===== src/rtl/rr_encoder_16_to_4.sv =====
// rr_encoder_16_to_4
//   Turns a vector of level-sensitive request lines into one granted index.
//   If several lines are active, a round-robin pointer picks the winner. The
//   offer goes to the consumer over a valid/ready handshake. The granted
//   requester gets a one-hot acknowledge in the cycle the offer is accepted.
//
// Parameters
//   AW        index width; the request vector has N = 2**AW lines
//   START_PTR round-robin pointer value after reset (0..N-1)
//
// Ports
//   clk        rising-edge clock
//   rst_n      asynchronous active-low reset
//   Req        request lines, bit i = requester i
//   Out_Ready  consumer accepts the current offer
//   Out_Valid  offer valid; Out_Add holds the granted index
//   Out_Add    granted requester index
//   Ack        one-hot acknowledge, only set in the handshake cycle
module rr_encoder_16_to_4 #(
  parameter int unsigned AW        = 4,
  parameter int unsigned START_PTR = 0
) (
  input  logic               clk,
  input  logic               rst_n,
  input  logic [2**AW-1:0]   Req,
  input  logic               Out_Ready,
  output logic               Out_Valid,
  output logic [AW-1:0]      Out_Add,
  output logic [2**AW-1:0]   Ack
);

  localparam int unsigned N = 2 ** AW;

  typedef enum logic [0:0] {
    StIdle,
    StOffer
  } state_e;

  state_e        state_q;
  logic [AW-1:0] ptr_q;
  logic          valid_q;
  logic [AW-1:0] add_q;

  logic [AW-1:0] cand;
  logic [AW-1:0] sel_idx;
  logic          sel_found;
  logic          handshake;

  // Scan upward from the pointer. The AW-bit sum wraps modulo N, so
  // N-1 is followed by 0.
  always_comb begin
    cand      = '0;
    sel_idx   = '0;
    sel_found = 1'b0;
    for (int unsigned i = 0; i < N; i++) begin
      cand = ptr_q + AW'(i);
      if (!sel_found && Req[cand]) begin
        sel_found = 1'b1;
        sel_idx   = cand;
      end
    end
  end

  assign handshake = valid_q & Out_Ready;

  always_comb begin
    Ack = '0;
    if (handshake) begin
      Ack[add_q] = 1'b1;
    end
  end

  assign Out_Valid = valid_q;
  assign Out_Add   = add_q;

  // The offer is committed once it leaves IDLE. Req is not sampled again
  // until the offer is accepted, so a request cannot withdraw its grant.
  always_ff @(posedge clk or negedge rst_n) begin
    if (!rst_n) begin
      state_q <= StIdle;
      ptr_q   <= AW'(START_PTR);
      valid_q <= 1'b0;
      add_q   <= '0;
    end else begin
      unique case (state_q)
        StIdle: begin
          if (sel_found) begin
            add_q   <= sel_idx;
            valid_q <= 1'b1;
            state_q <= StOffer;
          end
        end
        StOffer: begin
          if (Out_Ready) begin
            ptr_q   <= add_q + 1'b1;
            valid_q <= 1'b0;
            state_q <= StIdle;
          end
        end
      endcase
    end
  end

endmodule


===== config.mk =====
export PLATFORM = sky130hd
export DESIGN_NAME = rr_encoder_16_to_4
export DESIGN_NICKNAME = d
export VERILOG_FILES = /design/src/rtl/rr_encoder_16_to_4.sv
export SDC_FILE = /design/constraint.sdc
export NUM_CORES = 1
export LEC_CHECK = 0
export BUFFER_PORTS_ARGS = -buffer_cell sky130_fd_sc_hd__buf_2
export CAP_MARGIN = 10
export CORE_ASPECT_RATIO = 0.6
export CORE_MARGIN = 5
export CORE_UTILIZATION = 40
export DETAILED_ROUTE_END_ITERATION = 8
export PLACE_DENSITY = 0.56
export SYNTH_ARGS = -nofsm -noshare
export SYNTH_HDL_FRONTEND = slang
export SYNTH_SLANG_ARGS = --single-unit

===== constraint.sdc =====
create_clock -name clk -period 5.5 [get_ports clk]
set_input_delay 1.1 -clock clk [delete_from_list [all_inputs] [get_ports clk]]
set_output_delay 1.1 -clock clk [all_outputs]
set_load 0.01 [all_outputs]

# Yosys cells after proc, flatten, opt, wreduce, memory -nomap -nowiden
# Cells that the tools add are included.
dict set report totals {
  register_bits 10
  inputBits 19
  output_inout_bits 21
  word_cells 149
}
dict set report op_classes {
  muxes 73
  n_lt_le_gt_ge 18
  eq_ne 2
  bitwise 2
  addsub 16
  reduce_logical 34
}
# operator count
set ops {}
lappend ops {{$lt 4x5->1 const B} 17}
lappend ops {{$bmux 1 s4} 16}
lappend ops {{$mux 4} 16}
lappend ops {{$mux 1} 37}
lappend ops {{$add 4x4->4 const B} 8}
lappend ops {{$add 4x3->4 const B} 4}
lappend ops {{$logic_and 1x1->1} 16}
lappend ops {{$mux 16} 1}
lappend ops {{$logic_not 1->1} 15}
lappend ops {{$add 4x1->4 const B} 2}
lappend ops {{$add 4x2->4 const B} 2}
lappend ops {{$reduce_and 2->1} 3}
lappend ops {{$demux 1 s4} 1}
lappend ops {{$ge 4x1->1 const B} 1}
lappend ops {{$ne 2x2->1 const B} 2}
lappend ops {{$pmux 1 s2} 2}
lappend ops {{$and 1x1->1} 1}
lappend ops {{$not 1->1} 1}

# Logic depth before layout (Yosys ltp)
# Gate-level depths: netlist (run 1).
dict set report logic_depth {
  depth_word 50
  depth_mapped 17
}

# Worst setup path before layout (run 1)
# OpenSTA, ideal clock, no wires.
dict set report synth_timing {
  kind {reg-to-reg}
  startpoint {reg ptr_q[0]}
  endpoint {reg add_q[1], in the netlist Out_Add[1]}
  t_arrival_ps 3873
  setup_time_ps 82
  path_buffers 6
  setup_slack_ps 1545
  period_less_slack_ps 3955
  required_time_ps 5418
  path_stages_with_launch 17
  path_cell_list {dfrtp_1 > buf_6 > buf_12 > buf_4 > buf_2 > inv_1 > ha_1 > buf_2 > mux4_2 > mux4_2 > nor4_1 > nand4bb_1 > buf_2 > or3b_4 > nor2_1 > nor3_1 > a31oi_1}
}
dict set report synth_via {
  elab_chain_len 49
}
# element line
set synth_lines {}
lappend synth_lines {{start, declared} 40} ;# logic [AW-1:0] ptr_q;
lappend synth_lines {{start signal, assigned} 81} ;# ptr_q <= AW'(START_PTR);
lappend synth_lines {{start signal, assigned} 95} ;# ptr_q <= add_q + 1'b1;
lappend synth_lines {{parallel branches: the longest is 49 deep, another holds $add 4x1->4} -}
lappend synth_lines {{end signal, assigned} 88} ;# add_q <= sel_idx;
lappend synth_lines {{end, declared} 42} ;# logic [AW-1:0] add_q;
# Several ways; the timed one is not identified. The select of a mux whose other input is x is not followed.
# A chain may end at the register's enable or synchronous reset.

# Worst setup path in the final report (run 1)
dict set report layout_timing {
  startpoint {reg ptr_q[1]}
  endpoint {reg add_q[2], in the netlist Out_Add[2]}
}
# The elaborated chain is that of the path after synthesis.

==> results of run 1 <==
[final timing paths]
kind	startpoint	end	slack, ns
max in group asynchronous	rst_n	ptr_q[0]	4.59
min in group asynchronous	rst_n	Out_Add[3]	0.72
max	ptr_q[1]	Out_Add[2]	1.03
min reg2reg	Out_Valid	Out_Valid	0.54
max reg2reg	ptr_q[1]	Out_Add[2]	1.03
min	Out_Valid	Out_Valid	0.54
[per-layer routing]
layer  up-vias  track usage, %  wire [um]
li1       1306               -          -
met1      1375           32.25       4405
met2       153           26.44       3467
met3         6           7.883       1088
met4         0           2.672         78
met5         -               0          0
[placed cells by master, fill, tap and decap left out, types with 3 or more instances in the layout]
master     Yosys  final
nand2b_1       3      3
clkbuf_16      0      3
mux4_1         4      4
dfrtp_1       10     10
mux2i_1       21     21
o21ba_2        3      3
nor2b_1        7      7
nand3_1        7      7
a211oi_1       4      4
o32ai_1        5      5
o2111ai_1      3      3
buf_4          1      4
nor2_1        29     29
ha_1          11     11
o22ai_1        5      5
nand2_1       26     26
xnor2_1        6      6
and2_1        16     16
a31oi_1        3      3
nor3_1        11     11
o21ai_0       13     13
inv_1         10     10
nor4_1         4      4
a21oi_1       18     18
mux2_2        12     12
mux4_2        22     22
o21ai_1        3      3
xor2_1         5      5
o211a_1        3      3
buf_2          5     39
[cells by family (layout without fill, tap and decap cells)]
logic type,Yosys count,after routing,share of synthesized area (%)
buf+inv,28,57,5.240
simple gates,116,116,21.67
mux,59,59,33.86
xor+xnor,11,11,3.448
fa+ha+maj,11,11,4.926
flops,10,10,8.957
compound gates,85,85,21.90
[critical path: stages (launching register included)]
cell and delay (ns):
dfrtp_1 0.33, inv_1 0.19, ha_1 0.68, mux4_2 0.67, mux2i_1 0.34, mux2i_1 0.30, nor4_1 0.40, nand4bb_1 0.42
nand3b_1 0.48, o21ba_2 0.32, o32ai_1 0.13, a21oi_1 0.07
[state kept, by name, indices dropped and copies added, names as in the netlist]
register   flops
ptr_q          4
state_q        1
Out_Add        4
Out_Valid      1
[cells in the mapped netlist (7+ instances only)]
library cell	number	area share [%]
nor2b_1	7	1.6
nor2_1	29	3.9
nand3_1	7	1.3
o21ai_0	13	2.3
inv_1	10	1.3
nor3_1	11	2.0
nand2_1	26	3.5
ha_1	11	4.9
mux2_2	12	4.8
dfrtp_1	10	9.0
a21oi_1	18	3.2
mux2i_1	21	7.5
and2_1	16	3.6
clkbuf_1	7	0.94
mux4_2	22	18
[stage by stage]
| step | cell area [um^2] | instances | hold WS [ns] | setup WS (ns) | util [%] |
|---|---|---|---|---|---|
| floorplan | 2794 | 320 | 0.5478 | 1.545 | - |
| global placement | 3019 | 432 | 0.5546 | 1.156 | 44.83 |
| detailed placement | 3019 | 432 | 0.5374 | 1.127 | 44.83 |
| CTS | 3108 | 436 | 0.5445 | 1.105 | 46.15 |
| global route | 3108 | 436 | 0.5718 | 0.6271 | 46.15 |
| finish | 3108 | 436 | 0.5391 | 1.032 | 46.15 |
[final cells by class]
class	instances	area (um^2)
fill	661	3626
tap	87	108.9
clock buffer	4	88.84
timing repair buffer	43	225.2
multi-input combinational	282	2397
inverter	10	37.54
sequential	10	250.2
==> out/metrics.csv, run 1 <==
stage,metric,value,unit
detailed_routing,wire length per cell,20.73,um
sta,setup TNS,0,ns
critical_path,Reg2Reg Depth,11,
clock_tree,"Clk pin slew, worst setup/hold paths",0.04,ns
synth,Most used DFF post-synth,dfrtp_1,
clock_tree,cts repair resizes,0,
global_route,largest net degree at the start of global routing,33,
global_route,All-Layer GR Usage,20.51,%
cells_and_area,layout cells sized above 1,25.79,%
placed_design,IO Port Bufs,39,
clock_tree,Clock Sinks,10,
min_path,hold crit path type,reg -> reg,
clock_tree,clk buf depth,2,
detailed_routing,First-pass DRT Iterations,6,
global_route,vias in the first global route,2551,
synth,number of enable flip-flop cells after synthesis,0,
cells_and_area,Area Overhead vs Synth,11.24,%
critical_path,Setup CP Type,reg -> reg,
global_route,first-pass GRT wire length,14.50,mm
synth,cells after synthesis,320,
detailed_routing,Detail Route Antenna Nets,0,
critical_path,element type at the critical path end,flop,
detailed_routing,Via Count,2840,
sta,highest clock rate,223.8,MHz
synth,Synth Warn #,0,
cells_and_area,# diodes,0,
run,maxcap violations,0,
synth,fraction of registers with async set/reset,100.0,%
detailed_routing,initial drt markers,321,
cells_and_area,nets,380,
detailed_routing,Routed WL,9.040,mm
sta,Layout Skew,0.0007254,ns
synth,Synthesized Nets,350,
sta,Final Max Slew Viols,0,
die,Die Wd,117.9,um
clock_tree,CTS root buffer,clkbuf_16,
critical_path,Worst Path Required,5.61,ns
status,status,"complete, no violations",
detailed_routing,DRC viols,0,
synth,sequential area share after synthesis,8.957,%
sta,Final Setup Violations,0,
global_route,Congestion Overflow GR,0,
clock_tree,Worst-Skew Late Latency,0.24,ns
clock_tree,CTS tree,yes,
detailed_routing,via-per-instance ratio,6.514,
sta,RSZ-0062 raised after global routing,no,
critical_path,worst-path fanout max,11,
synth,mapped cell area,2794,um^2
die,die area,8811,um^2
clock_tree,Inserted Clock Buffers,3,
critical_path,critical path arrival,4.58,ns
sta,Slew headroom,42.79,%
clock_tree,post-CTS setup buffers,0,
placed_design,gp weighted congestion,0.9925,
die,Initial Utilization,41.49,%
critical_path,type of origin of the critical path,flop,
placed_design,hpwl dp,7.206,mm
die,FP Rows,23,
die,I/O pins,40,
sta,worst-margin pin slew,0.8344,ns
synth,Syn Area/Cell,8.731,um^2
clock_tree,# hold bufs at CTS,0,
sta,Final min period,4.468,ns
clock_tree,CTS H-Tree Depth,1,
global_route,initial antenna violation count,0,
min_path,Hold Path Cell Cnt,1,
synth,Yosys cell types,64,
sta,final critical-path share of the clock period,81.24,%
sta,final hold vios,0,
die,core footprint,6734,um^2
synth,Synth Register Bits,10,
die,die span in y,74.74,um
Power of run 1 is left out: the tool's default activity adds up to more than one toggle a clock period on the data nets, which glitch-free logic cannot reach.
==> run 2: changes to the inputs <==
--- a/config.mk
+++ b/config.mk
@@ -5,13 +5,14 @@
 export SDC_FILE = /design/constraint.sdc
 export NUM_CORES = 1
 export LEC_CHECK = 0
+export ABC_AREA = 1
 export BUFFER_PORTS_ARGS = -buffer_cell sky130_fd_sc_hd__buf_2
 export CAP_MARGIN = 10
 export CORE_ASPECT_RATIO = 0.6
 export CORE_MARGIN = 5
 export CORE_UTILIZATION = 40
 export DETAILED_ROUTE_END_ITERATION = 8
-export PLACE_DENSITY = 0.56
+export PLACE_DENSITY = 0.6
 export SYNTH_ARGS = -nofsm -noshare
 export SYNTH_HDL_FRONTEND = slang
 export SYNTH_SLANG_ARGS = --single-unit
==> constraint.sdc (replaced) <==
create_clock -name clk -period 4.09 [get_ports clk]
set_input_delay 0.818 -clock clk [delete_from_list [all_inputs] [get_ports clk]]
set_output_delay 0.818 -clock clk [all_outputs]
set_load 0.01 [all_outputs]
==> out/metrics.csv, run 2 <==
stage,metric,value,unit
global_route,met1 usage,36.40,%
detailed_routing,initial drt markers,448,
sta,final hold vios,0,
die,Initial Utilization,40.98,%
detailed_routing,wire length per cell,14.89,um
detailed_routing,Routed WL,7.997,mm
cells_and_area,Non-Filler Instances,537,
clock_tree,Inserted Clock Buffers,3,
synth,fraction of registers with async set/reset,100.0,%
global_route,vias in the first global route,2570,
placed_design,hpwl dp,6.496,mm
clock_tree,# hold bufs at CTS,0,
critical_path,element type at the critical path end,flop,
critical_path,critical path arrival,3.57,ns
synth,Yosys cell types,39,
global_route,All-Layer GR Usage,22.53,%
critical_path,WP buf/inv,2,
status,status,"complete, no violations",
sta,worst-margin pin slew,0.6583,ns
clock_tree,"Clk pin slew, worst setup/hold paths",0.05,ns
synth,"count leader, synth",nand2_1,
placed_design,gp weighted congestion,1.074,
die,Die Wd,107.3,um
sta,Final min period,3.442,ns
cells_and_area,"most common cell after layout, fill and taps aside",nand2_1,
min_path,hold crit path type,in -> async,
sta,Layout Skew,0.005470,ns
cells_and_area,nets,488,
critical_path,Max stage delay on crit path,0.55,ns
clock_tree,cts repair resizes,0,
synth,Most used DFF post-synth,dfrtp_1,
run,maxcap violations,0,
die,die span in y,68.38,um
synth,synth cell count leaders,"nand2_1 (120), nand3_1 (103), nor2_1 (61), inv_1 (37), ha_1 (11)",
global_route,Top Usage Layer GRT,met1,
critical_path,type of origin of the critical path,flop,
placed_design,dpl cells,533,
synth,Syn Area/Cell,5.475,um^2
critical_path,"delay-heaviest family, CP",simple AND/OR/NAND/NOR gates,
synth,Synth Register Bits,10,
synth,Synthesized Nets,445,
clock_tree,Worst-Skew Late Latency,0.24,ns
sta,highest clock rate,290.6,MHz
synth,mapped cell area,2272,um^2
cells_and_area,layout cells sized above 1,15.97,%
critical_path,worst path cell trace,"inv_2, ha_1, inv_1, nand3_1, nand3_1, nand2_1, nand4_2, nor2_4, nand4_2, nor2_4, nand4_4, nor2_8, nand3_2, nor2_1, nor2_1, nand2_1, nand2_1",
sta,Final Setup Violations,0,
synth,cells after synthesis,415,
cells_and_area,# diodes,0,
detailed_routing,First-pass DRT Iterations,5,
clock_tree,CTS H-Tree Depth,1,
sta,Slew headroom,55.65,%
global_route,met3 Track Usage GR,4.430,%
clock_tree,CTS tree,yes,
detailed_routing,DRC viols,0,
die,FP Rows,21,
clock_tree,CTS root buffer,clkbuf_8,
global_route,Congestion Overflow GR,0,
clock_tree,clk buf depth,2,
sta,hold slack,0.4398,ns
synth,number of enable flip-flop cells after synthesis,0,
synth,Synth Warn #,0,
detailed_routing,Via Count,2906,
placed_design,IO Port Bufs,39,
critical_path,worst-path fanout max,9,
sta,RSZ-0062 raised after global routing,no,
critical_path,Setup CP Type,reg -> reg,
global_route,initial antenna violation count,0,
sta,final critical-path share of the clock period,84.14,%
global_route,largest net degree at the start of global routing,24,
cells_and_area,"Core Util, Final",47.48,%
cells_and_area,Area Overhead vs Synth,15.86,%
sta,Final Max Slew Viols,0,
critical_path,most common cell type on the critical path,nand2_1,
clock_tree,Clock Sinks,10,
cells_and_area,most frequent cells in the layout,"nand2_1 (120), nand3_1 (103), nor2_1 (61)",
synth,post-synth top area share,22.69,%
synth,ranking of synthesized cells by area,"nand3_1 (23%), nand2_1 (20%), dfrtp_1 (11%), nor2_1 (10%), inv_1 (6.1%)",
global_route,GR Util met2,30.61,%
die,die area,7337,um^2
critical_path,slowest CP cell,ha_1,
clock_tree,post-CTS setup buffers,0,
die,I/O pins,40,
detailed_routing,via-per-instance ratio,5.412,
global_route,first-pass GRT wire length,13.14,mm
synth,"area leader, netlist",nand3_1,
critical_path,Worst Path Required,4.21,ns
die,core footprint,5544,um^2
detailed_routing,Detail Route Antenna Nets,0,
synth,sequential area share after synthesis,11.01,%
sta,setup TNS,0,ns
run 2: final timing paths:
path,from,endpoint,slack (ns),depth (start not counted)
max,ptr_q[2],Out_Add[1],0.65,17
min,rst_n,ptr_q[0],0.44,1
max reg2reg,ptr_q[2],Out_Add[1],0.65,17
min reg2reg,Out_Valid,Out_Valid,0.51,1
max in group asynchronous,rst_n,Out_Add[2],3.44,1
min in group clk,Out_Valid,Out_Valid,0.51,1
run 2: per-stage QoR:
stage | cell area (um^2) | setup WS [ns]
finish | 2633 | 0.6485
global route | 2633 | 0.3769
CTS | 2633 | 0.7105
detailed placement | 2577 | 0.7176
global placement | 2577 | 0.7753
floorplan | 2272 | 0.9396
run 2: routing by layer:
layer | up-vias | wire length (um)
li1 | 1454 | -
met5 | - | 0
met4 | 0 | 69
met3 | 6 | 926
met2 | 149 | 2995
met1 | 1297 | 4006
run 2: cell type report:
| type | instances | area (um^2) |
|---|---|---|
| Timing Repair Buffer | 48 | 262.8 |
| Fill cell | 596 | 2912 |
| Sequential cell | 10 | 250.2 |
| Tap cell | 80 | 100.1 |
| Multi-Input combinational cell | 352 | 1802 |
| Inverter | 43 | 162.7 |
| Clock buffer | 4 | 55.05 |
run 2: cells by family (layout without fill, tap and decap cells):
group / after synthesis / in the layout / share of synthesized area [%]
AOI/OAI and AO/OA: 23 / 23 / 6.443
xor gates and xnor gates: 10 / 10 / 4.185
adders and majority gates: 11 / 11 / 6.057
buffers and inverters: 53 / 95 / 9.691
DFF: 10 / 10 / 11.01
and+or+nand+nor: 308 / 308 / 62.61
Power of run 2 is left out for the same reason.
